## src/rtl/hnd_pkt_receiver.sv

```systemverilog
// rtl/hnd_pkt_receiver.sv - handshake packet receiver: sync hunt, Hamming(7,4) header decode, duplicate detect
module hnd_pkt_receiver #(
    parameter int                   SYNC_BITS     = 8,
    parameter logic [SYNC_BITS-1:0] SYNCWORD      = 8'hff,
    parameter int                   ENC_HEAD_BITS = 7
) (
    input  logic clk,
    input  logic rst_l,
    input  logic rx_en,
    input  logic serial_in,
    output logic pkt_valid,
    output logic pkt_err,
    output logic pid,
    output logic seq_num,
    output logic corrected,
    output logic seq_dup
);

    localparam int CW = $clog2(ENC_HEAD_BITS);

    typedef enum logic {HUNT, DATA} state_t;

    state_t                   state_q, state_d;
    logic [SYNC_BITS-1:0]     sync_q, sync_d, sync_shift;
    logic [ENC_HEAD_BITS-2:0] code_q, code_d;
    logic [CW-1:0]            cnt_q, cnt_d;
    logic                     pkt_valid_q, pkt_valid_d;
    logic                     pkt_err_q, pkt_err_d;
    logic                     pid_q, pid_d;
    logic                     seq_q, seq_d;
    logic                     corr_q, corr_d;
    logic                     dup_q, dup_d;
    logic                     last_seq_q, last_seq_d;

    // Header decode on the word completed by the current bit; x_k lives at word[7-k]
    logic [ENC_HEAD_BITS-1:0] word, fixed;
    logic [2:0]               syn;
    logic                     hdr_ok;

    always_comb begin
        word   = {code_q, serial_in};
        syn[0] = word[6] ^ word[4] ^ word[2] ^ word[0];
        syn[1] = word[5] ^ word[4] ^ word[1] ^ word[0];
        syn[2] = word[3] ^ word[2] ^ word[1] ^ word[0];
        fixed  = word;
        if (syn != 3'd0) begin
            fixed[3'd7 - syn] = ~word[3'd7 - syn];
        end
        // pid at position 3, seqNum at 5, their complements at 6 and 7
        hdr_ok = (fixed[4] != fixed[1]) && (fixed[2] != fixed[0]);
    end

    assign sync_shift = {sync_q[SYNC_BITS-2:0], serial_in};

    // Next-state: sync hunt, header shift, and result registration on the last header bit
    always_comb begin
        state_d     = state_q;
        sync_d      = sync_q;
        code_d      = code_q;
        cnt_d       = cnt_q;
        pkt_valid_d = 1'b0;
        pkt_err_d   = 1'b0;
        corr_d      = 1'b0;
        dup_d       = 1'b0;
        pid_d       = pid_q;
        seq_d       = seq_q;
        last_seq_d  = last_seq_q;
        if (!rx_en) begin
            state_d = HUNT;
            sync_d  = '0;
            code_d  = '0;
            cnt_d   = '0;
        end else begin
            case (state_q)
                HUNT: begin
                    sync_d = sync_shift;
                    if (sync_shift == SYNCWORD) begin
                        state_d = DATA;
                        cnt_d   = '0;
                    end
                end
                DATA: begin
                    code_d = {code_q[ENC_HEAD_BITS-3:0], serial_in};
                    cnt_d  = cnt_q + CW'(1);
                    if (cnt_q == CW'(ENC_HEAD_BITS - 1)) begin
                        state_d = HUNT;
                        sync_d  = '0;
                        cnt_d   = '0;
                        corr_d  = (syn != 3'd0);
                        if (hdr_ok) begin
                            pkt_valid_d = 1'b1;
                            pid_d       = fixed[4];
                            seq_d       = fixed[2];
                            dup_d       = (fixed[2] == last_seq_q);
                            last_seq_d  = fixed[2];
                        end else begin
                            pkt_err_d   = 1'b1;
                        end
                    end
                end
                default: state_d = HUNT;
            endcase
        end
    end

    // State and output registers; last_seq resets to 1 so a first seq 0 is fresh
    always_ff @(posedge clk or negedge rst_l) begin
        if (!rst_l) begin
            state_q     <= HUNT;
            sync_q      <= '0;
            code_q      <= '0;
            cnt_q       <= '0;
            pkt_valid_q <= 1'b0;
            pkt_err_q   <= 1'b0;
            pid_q       <= 1'b0;
            seq_q       <= 1'b0;
            corr_q      <= 1'b0;
            dup_q       <= 1'b0;
            last_seq_q  <= 1'b1;
        end else begin
            state_q     <= state_d;
            sync_q      <= sync_d;
            code_q      <= code_d;
            cnt_q       <= cnt_d;
            pkt_valid_q <= pkt_valid_d;
            pkt_err_q   <= pkt_err_d;
            pid_q       <= pid_d;
            seq_q       <= seq_d;
            corr_q      <= corr_d;
            dup_q       <= dup_d;
            last_seq_q  <= last_seq_d;
        end
    end

    assign pkt_valid = pkt_valid_q;
    assign pkt_err   = pkt_err_q;
    assign pid       = pid_q;
    assign seq_num   = seq_q;
    assign corrected = corr_q;
    assign seq_dup   = dup_q;

endmodule

```

## config.mk

```make
export PLATFORM = sky130hd
export DESIGN_NAME = hnd_pkt_receiver
export DESIGN_NICKNAME = d
export VERILOG_FILES = /design/src/rtl/hnd_pkt_receiver.sv
export SDC_FILE = /design/constraint.sdc
export NUM_CORES = 1
export LEC_CHECK = 0
export BUFFER_PORTS_ARGS = -buffer_cell sky130_fd_sc_hd__buf_2
export CAP_MARGIN = 20
export CORE_MARGIN = 4
export CORE_UTILIZATION = 64
export DETAILED_ROUTE_END_ITERATION = 12
export HOLD_SLACK_MARGIN = 0.08
export PLACE_DENSITY = 0.83
export SLEW_MARGIN = 20
export SYNTH_ARGS = -nofsm -noshare
export SYNTH_HDL_FRONTEND = slang
export SYNTH_SLANG_ARGS = --single-unit
```

## constraint.sdc

```tcl
create_clock -name clk -period 5.3 [get_ports clk]
set_input_delay 0 -clock clk [delete_from_list [all_inputs] [get_ports clk]]
set_output_delay 0 -clock clk [all_outputs]
set_load 0.01 [all_outputs]
```

==> results.md, run 1 <==
- Final setup fails: 0
- Comb pwr share: 0.054
- Post-synthesis mux area share: 0.0803
- Initial antenna violation count: 0
- Post-synthesis adder-cell area fraction: 0
- Antenna viol nets, final: 0
- Die height: between 50 and 60 um
- First-pass GRT wire length: 5380 um
- Xor-xnor portion of the synthesized cell area: 0.127
- Clock slew at reported path FFs: ~140 ps
- Top Family by Delay on Critical Path: flip-flops
- CTS tree: built
- Longest Clk Path Bufs: 2
- Vias in the first global route: ~1.2k
- Synth area leaders: dfrtp_1 37%, buf_6 5.0%, xor2_1 5.0%, o21ai_0 4.8%, mux2i_1 4.5%
- Initial Util: 0.692
- Pwr dens: approximately 210 nW/um^2
- Yosys warns: 0
- All-Layer GR Usage: 0.208
- Clock buffer count from CTS: 3
- WP data required: between 5000 and 6000 ps
- Most frequent cells in the layout: 23 x dfrtp_1, 17 x nand2_1, 15 x o21ai_0
- Setup tns final: 0 ps
- Setup WS post-layout: 2510 ps
- Post-synthesis compound-gate area fraction: 0.166
- P_int: roughly 0.00027 W
- Cell Count, Final, Fillers Out: between 150 and 200
- Post-synth EDFFs: 0
- CP Data Arrival Time: between 3000 and 4000 ps
- Maxcap violations: 0
- H-tree depth: 1
- Worst path max stage delay: slightly below 800 ps
- Ys async rst share: 1.00
- Hold Fails Final Rpt: 0
- 1st-iter DRT viols: 34
- Crit path max fanout: 14
- FF+latch count, synth: 24
- Max-slew violations: 0
- Top FF cell, synth: dfrtp_1
- Vias per cell: 5.97
- Detailed placement HPWL: 2140 um
- Reg2reg setup slack: ~2500 ps
- ANT cells: 0
- Startpoint type of the worst setup path: flip-flop
- Final core utilization: 0.709
- Fmax: 0.358 GHz
- Sw Ratio: 0.211
- Post-synthesis sequential area ratio: 0.382
- Final wirelength: roughly 3000 um
- Seq pwr share: 0.546
- Clock skew: 1.85 ps
- Place WS: 2550 ps
- Final net count: 167
- Num ports: 10
- Switching Power: ~0.000072 W
- Synth Area in Simple Gates: 0.165
- HP Class: in2reg
- WL/cell: roughly 16 um
- CTS Sinks: 24
- Port bufs: 9
- Syn Area/Cell: approximately 9.8 sq um
- # placed instances: about 180
- Period Utilization, post-route: 0.527
- Post-Syn Instances: 161
- Clk network pwr share: 0.400
- Core area: approximately 2300 sq um
- Largest net degree at the start of global routing: 25
- Drc violations: 0
- Slew at the pin with the worst max-slew slack: around 630 ps
- RSZ-0062 raised after global routing: false
- Die X-Extent: roughly 58 um
- Slowest CP cell: dfrtp_1
- Slew HR: 0.581
- Most common cell after layout, fill and taps aside: dfrtp_1
- Post-CTS Setup Inserts: 0
- Minimum clock period: approximately 2800 ps
- Status: finished clean
- Largest family of logic cells by synthesized area: compound AO/OA/AOI/OAI gates
- CP bufs+invs: 0
- WS Path Type: reg2reg
- Netlist cell types: 40
- First-pass DRT Iterations: 4
- Synth area leader: dfrtp_1
- Maximum VDD drop: about 150 uV
- Pleak: 0.739 nW
- Area Overhead vs Synth: 2.46%
- Synth top area share: 0.366
- CTS Root Buffer Type: clkbuf_4
- Routed vias: about 1.1k
- Syn_nets: around 170
- Layout cells sized above 1: 0.154
- Skew-Pair Late Insertion Delay: 320 ps
- Die outline area: ~3300 sq um
- Mapped Area: roughly 1600 sq um
- RePlAce Congestion: 0.897
- Cell Chain, Critical Path: xor2_2 -> or4_1 -> o21ai_1 -> a22oi_2 -> nand3_2 -> xor2_1 -> o41a_4 -> mux2_4
- CP Capture Type: flip-flop
- # rows: 17
- Gr ovfl total: 0
## final timing paths
path,startpoint,cells after the start,end
setup / recovery,code_q[3],8,pid
hold / removal,serial_in,2,sync_q[0]
min in group asynchronous,rst_l,2,pid
hold reg to reg,seq_num,1,seq_num
max in group asynchronous,rst_l,2,last_seq_q
setup reg to reg,code_q[3],8,pid
## worst register-to-register path: stages (launching register included)
cell and delay (ps):
dfrtp_1 770, xor2_2 240, or4_1 450, o21ai_1 110
a22oi_2 120, nand3_2 90, xor2_1 100, o41a_4 500
mux2_4 320
## synth_stat cells, types with 2 or more instances
library cell and instances:
inv_1 3, nand3b_1 2, nor2_1 10, or4_1 2
nand4_1 2, nand2_1 17, a22o_1 7, dfrtp_1 23
a31oi_1 2, nor3_1 4, a21oi_1 4, o21ai_0 15
buf_4 2, o21ai_1 2, and2_1 3, xor2_1 9
mux2i_1 7, nand3_1 2, buf_6 7, xnor2_1 7
clkbuf_1 4, mux2_4 3, nor2b_1 7
## sequential cells by signal, indices dropped and copies added (netlist names)
signal      flops
sync_q          7
code_q          6
cnt_q           3
corrected       1
last_seq_q      1
pid             1
pkt_err         1
pkt_valid       1
seq_dup         1
seq_num         1
state_q         1
## per-stage QoR
stage	hold WS, ps	total power [W]	instance area (sq um)
2_1_floorplan	-296	0.000200	1570
3_3_place_gp	-2.30	0.000205	1540
3_5_place_dp	11.6	0.000206	1540
4_1_cts	92.3	0.000343	1610
5_1_grt	103	0.000353	1610
6_report	106	0.000339	1610
## logic make-up after synthesis
group,after synthesis
flip-flops,24
AND/OR/NAND/NOR,52
AO/OA/AOI/OAI,38
XOR/XNOR,19
multiplexers,11
buffers and inverters,17
## layer usage
layer | part of all wire | global-route usage | vias to the layer above | wire (um)
met2 | 0.48 | 0.324 | 39 | 1430
li1 | - | - | 556 | -
met5 | 0 | 0 | - | 0
met1 | 0.43 | 0.268 | 529 | 1290
met4 | 0.037 | 0.136 | 0 | 111
met3 | 0.053 | 0.0294 | 11 | 158
## power by group through the flow
stage / combinational [W] / sequential [W] / clock [W]
2_1_floorplan: 0.0000112 / 0.000188 / 0
3_3_place_gp: 0.0000164 / 0.000189 / 0
3_5_place_dp: 0.0000172 / 0.000189 / 0
4_1_cts: 0.0000185 / 0.000185 / 0.000139
5_1_grt: 0.0000208 / 0.000185 / 0.000146
6_report: 0.0000183 / 0.000185 / 0.000135
## layout make-up
| cell class | count | area [sq um] |
|---|---|---|
| tap | 28 | 35.0 |
| inverter | 3 | 11.3 |
| timing repair buffer | 11 | 65.1 |
| clock inverter | 1 | 30.0 |
| fill | 171 | 663 |
| sequential | 24 | 602 |
| multi-input combinational | 120 | 847 |
| clock buffer | 3 | 22.5 |
## timing repair
action / in CTS / in global routing
hold buffers: 2 / 0
endpoints found under the setup margin: 0 / 0
hold endpoints to repair: 33 / 0
gates resized for setup: 0 / 0
No activity file was read; power rests on OpenSTA's default activity.
==> run 2, diff against run 1 <==
--- a/config.mk
+++ b/config.mk
@@ -8,10 +8,10 @@
 export BUFFER_PORTS_ARGS = -buffer_cell sky130_fd_sc_hd__buf_2
 export CAP_MARGIN = 20
 export CORE_MARGIN = 4
-export CORE_UTILIZATION = 64
+export CORE_UTILIZATION = 60
 export DETAILED_ROUTE_END_ITERATION = 12
 export HOLD_SLACK_MARGIN = 0.08
-export PLACE_DENSITY = 0.83
+export PLACE_DENSITY = 0.79
 export SLEW_MARGIN = 20
 export SYNTH_ARGS = -nofsm -noshare
 export SYNTH_HDL_FRONTEND = slang
==> constraint.sdc (replaced) <==
create_clock -name clk -period 2.67 [get_ports clk]
set_input_delay 0 -clock clk [delete_from_list [all_inputs] [get_ports clk]]
set_output_delay 0 -clock clk [all_outputs]
set_load 0.01 [all_outputs]
==> run 2 against run 1 <==
  * Register-to-register slack worse by 2400 ps
  * Via count increased by 1.9%
  * Routed wire length fell by 0.54%
  * Clock power grew 40%
  * Fmax increased by 9.8%
  * Final cell count increased by 4.2%
  * Sequential share of layout area is 0.91 points lower
  * Worst hold slack got worse by 2.4 ps
  * Critical path depth is the same
  * Critical endpoint unchanged
==> results.md, run 2 (synthesis gave the netlist of run 1 again) <==
- Startpoint type of the worst setup path: flip-flop (unchanged)
- All-Layer GR Usage: 0.185 (was 0.208)
- Sw Ratio: 0.221 (was 0.211)
- Num ports: 10 (unchanged)
- Cell Chain, Critical Path: xor2_4 -> or4_1 -> o21ai_0 -> a22oi_2 -> nand3_2 -> xor2_1 -> o41a_4 -> mux2_4 (was xor2_2 -> or4_1 -> o21ai_1 -> a22oi_2 -> nand3_2 -> xor2_1 -> o41a_4 -> mux2_4)
- Pleak: 0.762 nW (was 0.739 nW)
- Clock buffer count from CTS: 3 (unchanged)
- R2r endpoint: pid (unchanged)
- Post-CTS Setup Inserts: 0 (unchanged)
- ANT cells: 0 (unchanged)
- Worst path max stage delay: 510 ps (was 770 ps)
- Core area: 2500 sq um (was 2280 sq um)
- First-pass DRT Iterations: 4 (unchanged)
- Most common cell after layout, fill and taps aside: dfrtp_1 (unchanged)
- Drc violations: 0 (unchanged)
- HP Class: in2reg (unchanged)
- RePlAce Congestion: 0.961 (was 0.897)
- Skew-Pair Late Insertion Delay: 320 ps (about the same)
- Pwr dens: 358 nW/um^2 (was 210 nW/um^2)
- Worst R2R Start: code_q[3] (unchanged)
- CP Capture Type: flip-flop (unchanged)
- FILL cells: 213 (was 171)
- Comb pwr share: 0.061 (was 0.054)
- Clock slew at reported path FFs: 140 ps (about the same)
- Clk network pwr share: 0.319 (was 0.400)
- Port bufs: 9 (unchanged)
- Die X-Extent: 59.2 um (was 57.6 um)
- Crit path max fanout: 5 (was 14)
- Initial antenna violation count: 0 (unchanged)
- Initial Util: 0.630 (was 0.692)
- Area Overhead vs Synth: 5.25% (was 2.46%)
- Antenna viol nets, final: 0 (unchanged)
- P_int: 0.000462 W (was 0.000267 W)
- CTS Sinks: 24 (unchanged)
- CP Data Arrival Time: 2770 ps (was 3020 ps)
- Max-slew violations: 0 (unchanged)
- First-pass GRT wire length: 5030 um (was 5380 um)
- Minimum clock period: 2540 ps (was 2790 ps)
- Layout cells sized above 1: 0.190 (was 0.154)
- Die height: 59.2 um (was 57.6 um)
- CTS Root Buffer Type: clkbuf_4 (unchanged)
- Top Registers: sync_q (7), code_q (6), cnt_q (3) (unchanged)
- Vias per cell: 5.84 (was 5.97)
- Switching Power: 0.000131 W (was 0.0000716 W)
- Slew HR: 0.640 (was 0.581)
- WP data required: 2890 ps (was 5530 ps)
- Most frequent cells in the layout: 22 x dfrtp_1, 17 x nand2_1, 15 x o21ai_0 (was 23 x dfrtp_1, 17 x nand2_1, 15 x o21ai_0)
- Reg2reg setup slack: 130 ps (was 2510 ps)
- Maxcap violations: 0 (unchanged)
- Gr ovfl total: 0 (unchanged)
- 1st-iter DRT viols: 56 (was 34)
- Setup tns final: 0 ps (unchanged)
- Slew at the pin with the worst max-slew slack: 540 ps (was 629 ps)
- Final wirelength: 2970 um (was 2980 um)
- Hold Crit Start: serial_in (unchanged)
- Clock skew: 16.8 ps (was 1.85 ps)
- H-tree depth: 1 (unchanged)
- R2R cell count: 8 (unchanged)
- CTS tree: built (unchanged)
- Max FFs per register: 7 (unchanged)
- WS Path Type: reg2reg (unchanged)
- Vias in the first global route: 1139 (was 1186)
- Final net count: 173 (was 167)
- Status: finished clean (unchanged)
- # rows: 18 (was 17)
- Routed vias: 1157 (was 1135)
- Top reg by flops: sync_q (unchanged)
- Hold depth: 2 (unchanged)
- Slowest CP cell: or4_1 (was dfrtp_1)
- Final core utilization: 0.663 (was 0.709)
- WHS Endpoint: sync_q[0] (unchanged)
- Final setup fails: 0 (unchanged)
- Hold Fails Final Rpt: 0 (unchanged)
- Period Utilization, post-route: 0.953 (was 0.527)
- Die outline area: 3510 sq um (was 3320 sq um)
- Fmax: 0.393 GHz (was 0.358 GHz)
- Maximum VDD drop: 414 uV (was 149 uV)
- Largest net degree at the start of global routing: 25 (unchanged)
- Longest Clk Path Bufs: 2 (unchanged)
- WL/cell: 15.0 um (was 15.7 um)
- Seq pwr share: 0.620 (was 0.546)
- Detailed placement HPWL: 2100 um (was 2140 um)
==> run 2: changes by cell type in the layout (fill, tap and decap cells not counted), sizes merged <==
cell and delta:
buf +6, bufinv -1, clkbuf +1
==> run 2: final cells by class <==
cell class,instances,area (sq um),share of cell area
inverters,3,11.3,0.00680
multi-input cells,120,858,0.518
repair buffers,17,110,0.0665
clock buffers,4,36.3,0.0219
flip-flops and latches,24,603,0.364
well taps,30,37.5,0.0227
==> run 2: power by group through the flow <==
stage,Sequential [W],Combinational (W),Clock (W)
floorplan,0.000374,0.0000222,0
global placement,0.000374,0.0000326,0
detailed placement,0.000374,0.0000340,0
CTS,0.000368,0.0000363,0.000197
global route,0.000368,0.0000404,0.000208
finish,0.000368,0.0000363,0.000189
==> run 2: metrics by stage <==
stage	hold WS [ps]	setup WS [ps]	instances	total power, W	area [sq um]
after floorplan	-296	295	161	0.000396	1570
final	104	126	198	0.000593	1660
after CTS	90.4	121	198	0.000600	1640
after global routing	107	-16.6	198	0.000617	1660
after detailed placement	10.7	139	192	0.000408	1590
after global placement	2.56	231	192	0.000407	1590
==> run 2: worst max path at each step <==
stage	from	to	slack [ps]	cells past startpoint
4_1_cts	code_q[3]	pid	120	8
5_1_grt	code_q[0]	pid	-20	8
2_1_floorplan	code_q[3]	pid	290	9
3_5_place_dp	code_q[5]	pid	140	8
3_3_place_gp	code_q[3]	seq_num	230	8
6_report	code_q[3]	pid	130	8
==> run 2: timing repair <==
item	in CTS	in global routing
endpoints found under the setup margin	0	1
hold buffers	2	0
endpoints found under the hold margin	33	0
resized for setup	0	2
==> run 2: layer usage <==
layer / global-route usage / wire length (um) / part of all wire
met5: 0 / 0 / 0
met4: 0.0421 / 27 / 0.0091
met3: 0.0327 / 79 / 0.027
met2: 0.324 / 1560 / 0.53
met1: 0.237 / 1300 / 0.44
==> run 2: critical path: cells and delay by family (launching register included) <==
family / cells / cell delay, ps
compound gates: 3 / 710
mux: 1 / 310
xor+xnor: 2 / 320
simple gates: 2 / 590
flops: 1 / 500
==> run 3, diff against run 2 <==
--- a/config.mk
+++ b/config.mk
@@ -8,10 +8,10 @@
 export BUFFER_PORTS_ARGS = -buffer_cell sky130_fd_sc_hd__buf_2
 export CAP_MARGIN = 20
 export CORE_MARGIN = 4
-export CORE_UTILIZATION = 60
+export CORE_UTILIZATION = 35
 export DETAILED_ROUTE_END_ITERATION = 12
 export HOLD_SLACK_MARGIN = 0.08
-export PLACE_DENSITY = 0.79
+export PLACE_DENSITY = 0.56
 export SLEW_MARGIN = 20
 export SYNTH_ARGS = -nofsm -noshare
 export SYNTH_HDL_FRONTEND = slang
==> run 3 against run 2 <==
  * First-iteration DRC count rose by 100%
  * Setup slack improved by 55 ps
  * Sequential share of layout area shrank 1.4 points
  * Core utilization shrank 27 points
  * Critical path type unchanged
  * Largest cell class unchanged
==> results.md, run 3 (synthesis gave the netlist of run 1 again) <==
- Status: finished clean (unchanged)
- Drc violations: 0 (unchanged)
- CTS Root Buffer Type: clkbuf_8 (was clkbuf_4)
- Pleak: 0.783 nW (was 0.762 nW)
- 1st-iter DRT viols: 113 (was 56)
- Clock skew: 7.62 ps (was 16.8 ps)
- Die X-Extent: 75.1 um (was 59.2 um)
- Slew HR: 0.634 (was 0.640)
- Slew at the pin with the worst max-slew slack: 550 ps (was 540 ps)
- Multi-input combinational cell area: 847 sq um (was 858 sq um)
- Antenna viol nets, final: 0 (unchanged)
- Vias per cell: 5.22 (was 5.84)
- Clk network pwr share: 0.438 (was 0.319)
- Post-CTS Setup Inserts: 0 (unchanged)
- Skew-Pair Late Insertion Delay: 270 ps (was 320 ps)
- Most frequent cells in the layout: 21 x dfrtp_1, 17 x nand2_1, 15 x o21ai_0 (was 22 x dfrtp_1, 17 x nand2_1, 15 x o21ai_0)
- Final core utilization: 0.396 (was 0.663)
- Clock slew at reported path FFs: 90 ps (was 140 ps)
- Startpoint type of the worst setup path: flip-flop (unchanged)
- WL/cell: 13.9 um (was 15.0 um)
- CP Capture Type: flip-flop (unchanged)
- Top Registers: sync_q (7), code_q (6), cnt_q (3) (unchanged)
- Crit path max fanout: 5 (unchanged)
- RSZ-0062 raised after global routing: false
- Worst path depth: 8 (unchanged)
- Switching Power: 0.000139 W (was 0.000131 W)
- Final wirelength: 3080 um (was 2970 um)
- Initial antenna violation count: 0 (unchanged)
- Period Utilization, post-route: 0.932 (was 0.953)
- Cell Count, Final, Fillers Out: 222 (was 198)
- Maxcap violations: 0 (unchanged)
- ANT cells: 0 (unchanged)
- Routed vias: 1159 (was 1157)
- Register area: 604 sq um (was 603 sq um)
- Fmax: 0.402 GHz (was 0.393 GHz)
- Seq pwr share: 0.512 (was 0.620)
- Max-slew violations: 0 (unchanged)
- Sw Ratio: 0.194 (was 0.221)
- Most common cell after layout, fill and taps aside: dfrtp_1 (unchanged)
- CTS Sinks: 24 (unchanged)
- Area Overhead vs Synth: 9.54% (was 5.25%)
- WS Path Type: reg2reg (unchanged)
- Hold depth: 3 (was 2)
- HP Class: in2reg (unchanged)
- Vias in the first global route: 1108 (was 1139)
- Die outline area: 5630 sq um (was 3510 sq um)
- Setup tns final: 0 ps (unchanged)
- Num ports: 10 (unchanged)
- Longest Clk Path Bufs: 2 (unchanged)
- CTS tree: built (unchanged)
- # rows: 24 (was 18)
- P_int: 0.000579 W (was 0.000462 W)
- Core area: 4350 sq um (was 2500 sq um)
- H-tree depth: 1 (unchanged)
- Top reg by flops: sync_q (unchanged)
- Max FFs per register: 7 (unchanged)
- CP Data Arrival Time: 2640 ps (was 2770 ps)
- Minimum clock period: 2490 ps (was 2540 ps)
- Comb pwr share: 0.050 (was 0.061)
- Largest net degree at the start of global routing: 25 (unchanged)
- Hold Fails Final Rpt: 0 (unchanged)
- Cell Chain, Critical Path: xor2_4 -> or4_1 -> o21ai_0 -> a22oi_2 -> nand3_2 -> xor2_1 -> o41a_4 -> mux2_4 (unchanged)
- Port bufs: 9 (unchanged)
- RePlAce Congestion: 0.850 (was 0.961)
- Pwr dens: 416 nW/um^2 (was 358 nW/um^2)
- Gr ovfl total: 0 (unchanged)
- Layout cells sized above 1: 0.206 (was 0.190)
- First-pass GRT wire length: 5290 um (was 5030 um)
- Detailed placement HPWL: 2300 um (was 2100 um)
- First-pass DRT Iterations: 4 (unchanged)
- CP bufs+invs: 0 (unchanged)
- Final setup fails: 0 (unchanged)
- Maximum VDD drop: 240 uV (was 414 uV)
- Initial Util: 0.361 (was 0.630)
- # placed instances: 216 (was 192)
- FILL cells: 413 (was 213)
- Clock buffer count from CTS: 3 (unchanged)
- Final net count: 175 (was 173)
- Slowest CP cell: dfrtp_2 (was or4_1)
- WP data required: 2820 ps (was 2890 ps)
- Die height: 75.1 um (was 59.2 um)
- Top Family by Delay on Critical Path: compound AO/OA/AOI/OAI gates (unchanged)
- All-Layer GR Usage: 0.123 (was 0.185)
- R2R cell count: 8 (unchanged)
- Worst path max stage delay: 480 ps (was 510 ps)
-- run 3: power by group through the flow --
stage / sequential (W) / combinational, W / clock (W)
3_3_place_gp: 0.000374 / 0.0000333 / 0
4_1_cts: 0.000367 / 0.0000369 / 0.000322
3_5_place_dp: 0.000374 / 0.0000348 / 0
2_1_floorplan: 0.000374 / 0.0000222 / 0
5_1_grt: 0.000368 / 0.0000404 / 0.000336
6_report: 0.000367 / 0.0000358 / 0.000314
-- run 3: per-stage QoR --
| stage | total power [W] | instance area [sq um] | hold slack [ps] | setup WS, ps |
|---|---|---|---|---|
| CTS | 0.000726 | 1720 | 151 | 134 |
| global route | 0.000744 | 1720 | 173 | 21.7 |
| global placement | 0.000408 | 1630 | 10.4 | 219 |
| floorplan | 0.000396 | 1570 | -296 | 295 |
| finish | 0.000718 | 1720 | 158 | 181 |
| detailed placement | 0.000409 | 1630 | 25.2 | 148 |
-- run 3: what timing repair did --
item                       in CTS  in global routing
hold buffers                    2                  0
setup endpoints to repair       0                  3
gates resized for setup         0                  2
hold endpoints to repair       32                  0
-- run 3: worst reg2reg max path, cell delays in order (launching register included) --
cell and delay [ps]:
dfrtp_2 480, xor2_4 220, or4_1 480, o21ai_0 130, a22oi_2 120, nand3_2 90
xor2_1 80, o41a_4 470, mux2_4 310
-- run 3: cell type report --
cell class / count / share of cell area
timing repair buffer: 19 / 0.0726
clock inverter: 1 / 0.0174
clock buffer: 3 / 0.0239
sequential: 24 / 0.351
tap: 52 / 0.0377
inverter: 3 / 0.00653
multi-input combinational: 120 / 0.491
-- run 3: layer usage --
layer	track usage	vias to the layer above	part of all wire
met4	0.0237	0	0
met1	0.165	555	0.47
met5	0	-	0
met2	0.197	31	0.48
li1	-	573	-
met3	0.0347	0	0.054
-- run 3: path summary, 6_finish.rpt --
path | start | slack [ps] | endpoint
worst max-delay path | code_q[3] | 180 | seq_num
worst min-delay path | serial_in | 160 | code_q[0]
worst max register to register | code_q[3] | 180 | seq_num
worst min register to register | pid | 510 | pid
max in group asynchronous | rst_l | 2060 | code_q[4]
min in group asynchronous | rst_l | 240 | sync_q[2]
